==> src/rtl/hazard_ctrl_pkg.sv <==
// Shared CPU definitions used by the hazard controller: FSM state
// encoding, register-index width and a small register-compare helper.
package hazard_ctrl_pkg;

    // Architectural register index width (32 GPRs).
    localparam int REG_IDX_W = 5;

    // Width of the load-use bubble counter; holds LD_STALL_CYC-1 (max 6).
    localparam int LD_CNT_W = 3;

    // Hazard FSM states; encoding is visible on state_o.
    typedef enum logic [1:0] {
        ST_RUN     = 2'd0,
        ST_LDSTALL = 2'd1,
        ST_MCWAIT  = 2'd2
    } hz_state_e;

    // True when two register indices name the same register.
    function automatic logic reg_match(input logic [REG_IDX_W-1:0] a,
                                       input logic [REG_IDX_W-1:0] b);
        return a == b;
    endfunction

endpackage

==> src/rtl/hazard_ctrl_detect.sv <==
// Pure combinational load-use hazard compare between the load in EX and
// the source operands of the instruction in ID. Register 0 never hazards.
module hazard_detect
    import hazard_ctrl_pkg::*;
(
    input  logic                 idex_memread_i,
    input  logic [REG_IDX_W-1:0] idex_rt_i,
    input  logic [REG_IDX_W-1:0] ifid_rs_i,
    input  logic [REG_IDX_W-1:0] ifid_rt_i,
    input  logic                 ifid_uses_rt_i,
    output logic                 lu_o
);

    logic rs_hit;
    logic rt_hit;
    logic dst_nonzero;

    // Operand compares; rt only matters when the ID instruction reads it.
    // NOTE: combinational blocks use blocking '=' and assign every output on every path, so no latch is inferred.
    always_comb begin
        dst_nonzero = (idex_rt_i != '0);
        rs_hit      = reg_match(idex_rt_i, ifid_rs_i);
        rt_hit      = ifid_uses_rt_i & reg_match(idex_rt_i, ifid_rt_i);
        lu_o        = idex_memread_i & dst_nonzero & (rs_hit | rt_hit);
    end

endmodule

==> src/rtl/hazard_ctrl.sv <==
// Pipeline hazard controller: inserts load-use bubbles, freezes the pipe
// while a multi-cycle unit is busy, flushes on taken branches, counts
// stalled cycles and flags multi-cycle timeouts.
module hazard_ctrl
    import hazard_ctrl_pkg::*;
#(
    parameter int LD_STALL_CYC = 1,
    parameter int MC_TIMEOUT   = 64,
    parameter int CNT_W        = 16
)
(
    input  logic                 clk_i,
    input  logic                 rst_i,
    input  logic                 idex_memread_i,
    input  logic [REG_IDX_W-1:0] idex_rt_i,
    input  logic [REG_IDX_W-1:0] ifid_rs_i,
    input  logic [REG_IDX_W-1:0] ifid_rt_i,
    input  logic                 ifid_uses_rt_i,
    input  logic                 branch_taken_i,
    input  logic                 mc_start_i,
    input  logic                 mc_done_i,
    output logic                 pc_write_o,
    output logic                 ifid_write_o,
    output logic                 idex_write_o,
    output logic                 ifid_flush_o,
    output logic                 idex_flush_o,
    output logic                 exmem_flush_o,
    output logic [1:0]           state_o,
    output logic [CNT_W-1:0]     stall_cnt_o,
    output logic                 err_o
);

    // Timeout counter only needs to reach MC_TIMEOUT-1.
    localparam int TMO_W = (MC_TIMEOUT > 1) ? $clog2(MC_TIMEOUT) : 1;
    localparam logic [TMO_W-1:0]    TMO_LAST = TMO_W'(MC_TIMEOUT - 1);
    localparam logic [LD_CNT_W-1:0] LD_LOAD  = LD_CNT_W'(LD_STALL_CYC - 1);

    hz_state_e             state_q, state_d;
    logic [LD_CNT_W-1:0]   ld_cnt_q, ld_cnt_d;
    logic [TMO_W-1:0]      tmo_q, tmo_d;
    logic                  err_q, err_d;
    logic [CNT_W-1:0]      stall_cnt_q, stall_cnt_d;

    logic lu;
    logic pc_write, ifid_write, idex_write;
    logic ifid_flush, idex_flush, exmem_flush;

    hazard_detect u_detect (
        .idex_memread_i (idex_memread_i),
        .idex_rt_i      (idex_rt_i),
        .ifid_rs_i      (ifid_rs_i),
        .ifid_rt_i      (ifid_rt_i),
        .ifid_uses_rt_i (ifid_uses_rt_i),
        .lu_o           (lu)
    );

    // Next-state logic and Mealy pipe controls; defaults let the pipe run.
    always_comb begin
        state_d     = state_q;
        ld_cnt_d    = ld_cnt_q;
        tmo_d       = tmo_q;
        err_d       = err_q;
        pc_write    = 1'b1;
        ifid_write  = 1'b1;
        idex_write  = 1'b1;
        ifid_flush  = 1'b0;
        idex_flush  = 1'b0;
        exmem_flush = 1'b0;

        unique case (state_q)
            ST_RUN: begin
                if (branch_taken_i) begin
                    // Taken branch squashes the wrong-path instructions and
                    // wins over any hazard raised by them.
                    ifid_flush = 1'b1;
                    idex_flush = 1'b1;
                end else if (lu) begin
                    pc_write   = 1'b0;
                    ifid_write = 1'b0;
                    idex_flush = 1'b1;
                    if (LD_STALL_CYC > 1) begin
                        state_d  = ST_LDSTALL;
                        ld_cnt_d = LD_LOAD;
                    end
                end else if (mc_start_i) begin
                    state_d = ST_MCWAIT;
                    tmo_d   = '0;
                end
            end

            ST_LDSTALL: begin
                if (branch_taken_i) begin
                    ifid_flush = 1'b1;
                    idex_flush = 1'b1;
                    state_d    = ST_RUN;
                    ld_cnt_d   = '0;
                end else begin
                    pc_write   = 1'b0;
                    ifid_write = 1'b0;
                    idex_flush = 1'b1;
                    ld_cnt_d   = ld_cnt_q - LD_CNT_W'(1);
                    if (ld_cnt_q <= LD_CNT_W'(1)) begin
                        state_d = ST_RUN;
                    end
                end
            end

            ST_MCWAIT: begin
                if (mc_done_i) begin
                    // Result is available now, so the pipe advances this cycle.
                    state_d = ST_RUN;
                    tmo_d   = '0;
                end else begin
                    pc_write    = 1'b0;
                    ifid_write  = 1'b0;
                    idex_write  = 1'b0;
                    exmem_flush = 1'b1;
                    if (tmo_q == TMO_LAST) begin
                        err_d   = 1'b1;
                        state_d = ST_RUN;
                        tmo_d   = '0;
                    end else begin
                        tmo_d = tmo_q + TMO_W'(1);
                    end
                end
            end

            default: begin
                state_d = ST_RUN;
            end
        endcase
    end

    // Saturating count of cycles in which the PC is held.
    always_comb begin
        stall_cnt_d = stall_cnt_q;
        if (!pc_write && (stall_cnt_q != '1)) begin
            stall_cnt_d = stall_cnt_q + CNT_W'(1);
        end
    end

    // State and counter registers; reset abandons any stall in progress.
    // NOTE: sequential state uses non-blocking '<=' so all flops update together at the edge.
    always_ff @(posedge clk_i or posedge rst_i) begin
        if (rst_i) begin
            state_q     <= ST_RUN;
            ld_cnt_q    <= '0;
            tmo_q       <= '0;
            err_q       <= 1'b0;
            stall_cnt_q <= '0;
        end else begin
            state_q     <= state_d;
            ld_cnt_q    <= ld_cnt_d;
            tmo_q       <= tmo_d;
            err_q       <= err_d;
            stall_cnt_q <= stall_cnt_d;
        end
    end

    // While reset is held the pipe is frozen and fully flushed.
    always_comb begin
        pc_write_o    = rst_i ? 1'b0 : pc_write;
        ifid_write_o  = rst_i ? 1'b0 : ifid_write;
        idex_write_o  = rst_i ? 1'b0 : idex_write;
        ifid_flush_o  = rst_i ? 1'b1 : ifid_flush;
        idex_flush_o  = rst_i ? 1'b1 : idex_flush;
        exmem_flush_o = rst_i ? 1'b1 : exmem_flush;
    end

    assign state_o     = state_q;
    assign stall_cnt_o = stall_cnt_q;
    assign err_o       = err_q;

endmodule

==> config.mk <==
export PLATFORM = sky130hd
export DESIGN_NAME = hazard_ctrl
export DESIGN_NICKNAME = d
export VERILOG_FILES = /design/src/rtl/hazard_ctrl_pkg.sv /design/src/rtl/hazard_ctrl_detect.sv /design/src/rtl/hazard_ctrl.sv
export SDC_FILE = /design/constraint.sdc
export NUM_CORES = 1
export LEC_CHECK = 0
export ABC_AREA = 1
export CORE_AREA = 3 3 62 64
export DETAILED_ROUTE_END_ITERATION = 10
export DIE_AREA = 0 0 65 67
export GPL_ROUTABILITY_DRIVEN = 0
export PLACE_DENSITY = 0.81
export SETUP_SLACK_MARGIN = 0.2
export SLEW_MARGIN = 20
export SYNTH_ARGS = -nofsm -noshare
export SYNTH_HDL_FRONTEND = slang
export SYNTH_SLANG_ARGS = --single-unit
==> constraint.sdc <==
create_clock -name clk_i -period 2.4 [get_ports clk_i]
set_input_delay 0.6 -clock clk_i [delete_from_list [all_inputs] [get_ports clk_i]]
set_output_delay 0.6 -clock clk_i [all_outputs]
set_load 0.02 [all_outputs]
==> results.txt <==
* Antenna cell count: 0
- Startpoint type of the worst setup path: input pin
- The cell area that synthesis handed to floorplanning was between 1500 and 2000 um^2.
* I/O pin count: 47
* Crit-path slowest cell: clkdlybuf4s50_1
- Sum of overflow across all layers after global routing: 0
- Subtracting the final worst setup slack from the clock period gives 2.16 ns.
- nand2_1 is the most common cell in the netlist.
- The die is 67 um tall.
* Share of synthesized flip-flops with an asynchronous set or reset: 1.00
* Share of the synthesized area in the top cell type: 0.362
- The via count of the first global-routing pass is 1562.
- The count of buffers added on input and output ports is 45.
* Post-route DRC violation count: 0
- Critical Path, Cell by Cell: clkdlybuf4s50_1, inv_1, nand2_1, clkdlybuf4s15_1
- Min Hold Slack: between 0.4 and 0.5 ns
- Worst slack, placed: -0.517 ns
* PnR worst setup slack: around 0.24 ns
- Iteration-0 DRC Markers: a little under 70
- The tool flagged a number of max-cap violations equal to 0.
- The first global-routing pass estimated 6.68 mm of wire.
* Number of levels the H-tree was split into: 1
- For this block, the via count after detailed routing is around 1700.
- The final count of hold timing violations was 0.
* Number of hold-repair buffers added at the cts stage: 0
* Final number of max-transition violations: 0
- Counting the fill cells in the layout gives 320.
- Clock latency reported for the late side of the worst-skew pair: slightly above 0.3 ns
* Upper clock frequency limit: around 460 MHz
- After detailed routing, the number of vias per cell comes to between 4 and 5.
- In the synthesized netlist the dominant register cell turns out to be dfrtp_1.
- Highest fanout seen on the critical path: 3
* Critical Path AT: between 1.5 and 2 ns
- The synthesized design contains 24 register bits.
- Summing all placed instances gives a cell area of 2190 um^2.
- Power density cells: 530 nW/um^2
* CTS root buffer: clkbuf_4
* Worst setup skew after layout: between 0.001 and 0.0015 ns
- After clock tree synthesis, the clock-pin slew on the worst setup and hold paths is around 0.13 ns.
- In this run, distinct cell masters in the synthesized netlist total 24.
- Of the cells placed in the final design, the portion with a size suffix greater than 1 is 0.141.
* Nets in the synthesized netlist: around 270
- The initial utilization of the core area, before any placement, comes to 0.497.
- NumNets Final: 323
* Overall die area: 4360 um^2
- Total wire length: between 3 and 4 mm
- GRT Util Overall: 0.190
* Synth Instances: roughly 250
- Number of buffers added for setup after CTS: 0
- The critical path contains buffers and inverters numbering 3 combined.
- Cell leakage power: approximately 0.0012 uW
* CP peak stage delay: around 0.50 ns
- TritonCTS built the clock tree.
- IR analysis of the VDD net gives a maximum drop of 318 uV.
* HP Class: register to register
* Average routed wire per standard cell: roughly 11 um
- Count of flip-flops with a built-in enable after synthesis: 0
- Compared with the post-synthesis result, the final layout area differs by 31.5%.
* Period utilisation layout: 0.899
- Top cell type by total area after synthesis: dfrtp_1
- The wire-length estimate of the detail-placed layout is between 2 and 3 mm.
* Top Family by Delay on Critical Path: buffers and inverters
- WP data required: approximately 1.8 ns
- For this run, the register share of the synthesized area comes to 0.362.
- Width of the die: 65 um
- Detailed-routing iteration count for the pre-antenna-repair pass: 4
- Post-route cell area: 2180 um^2
* Number of warnings printed during yosys synthesis: 0
* Leading post-synthesis cells by cell area: dfrtp_1 (36%), nand2_1 (21%), nand3_1 (10%), inv_1 (7.5%), xor2_1 (4.8%)
- The initial antenna violation count was 0.
* Largest net degree at the start of global routing: 25
* Core box area: roughly 3300 um^2
* Number of sinks on the clock net: 24
- Setup violations remaining at the end of the flow were counted as 0.
- Dividing the synthesized area by the synthesized cell count gives between 6 and 7 um^2.
* Register-to-register setup slack: between 0.5 and 0.6 ns
* Most instantiated cells after synthesis: nand2_1 (91), nand3_1 (34), inv_1 (33), dfrtp_1 (24), nor2_1 (18)
- Unrepaired setup endpoints after global routing: yes
* Nature of the critical path endpoint: output port
* Class of the most critical setup path: input pin to output port
- Counting along the longest clock path gives a buffer depth of 2.
- Post-DRT Antenna Nets: 0
- Result of the run: complete, no violations
- The floorplan has 21 rows.
- Counting the buffers created by CTS gives 3.
## final cells by class
class	count	area, um^2	area share
clock buffer	4	36.3	0.0166
tap	46	57.6	0.0264
timing repair buffer	52	458	0.210
sequential	24	601	0.275
inverter	38	143	0.0654
multi-input combinational	180	886	0.406
## placed cells by master (no fill, tap or decap), types with 3 or more instances in the layout
cell	n
buf_2	6
buf_4	6
clkbuf_2	5
clkbuf_4	3
clkdlybuf4s15_1	5
clkdlybuf4s50_1	23
dfrtp_1	24
dlygate4sd2_1	4
inv_1	31
inv_2	7
nand2_1	89
nand2_2	3
nand3_1	33
nand3b_1	3
nor2_1	17
nor3_1	5
xnor2_1	4
xor2_1	9
## kinds of logic (layout without fill, tap and decap cells)
group	Yosys count	in the layout	synth area share
AOI/OAI and AO/OA	5	5	0.0166
xor gates and xnor gates	13	13	0.0687
adders and majority gates	2	2	0.0151
buffers and inverters	44	94	0.111
DFF	24	24	0.362
other	1	1	0.00226
and+or+nand+nor	159	159	0.424
## flip-flops by register name (all words and copies together), names as in the netlist
signal and cells:
state_o 1, err_o 1, stall_cnt_o 16, tmo_q 6
## per-stage QoR
stage	TNS [ns]	total power, uW	cells	util
2_1_floorplan	0	768	248	-
3_3_place_gp	-1.82	952	340	0.656
3_5_place_dp	-1.86	964	340	0.656
4_1_cts	0	1160	344	0.662
5_1_grt	0	1230	344	0.654
6_report	0	1150	344	0.654
## path summary, 6_finish.rpt
| check | from | endpoint | cells past startpoint |
|---|---|---|---|
| min in group asynchronous | rst_i | tmo_q[1] | 3 |
| min | err_o | err_o | 1 |
| max reg2reg | stall_cnt_o[0] | stall_cnt_o[14] | 7 |
| max in group asynchronous | rst_i | stall_cnt_o[15] | 3 |
| max | rst_i | ifid_flush_o | 4 |
| min reg2reg | err_o | err_o | 1 |
## power breakdown
group	switching (uW)	internal (uW)	total [uW]
clock network	122	92.6	215
logic	233	189	422
registers	62.2	456	519
## what timing repair did
| action | CTS | global route |
|---|---|---|
| setup endpoints to repair | 6 | 6 |
| gates resized for setup | 49 | 22 |
| pin swaps | 11 | 11 |
## routing by layer
layer,track usage,vias up,share of wire
li1,-,863,-
met1,0.252,737,0.47
met2,0.317,49,0.46
met3,0.0287,4,0.063
met4,0.0633,0,0.0090
met5,0,-,0
## worst reg2reg max path, delay by kind of cell, from the launching register on
kind	cells	cell delay, ns
and+or+nand+nor	5	0.76
buffers and inverters	1	0.25
DFF	1	0.45
adders and majority gates	1	0.24
Power figures use the tool's default switching activity.
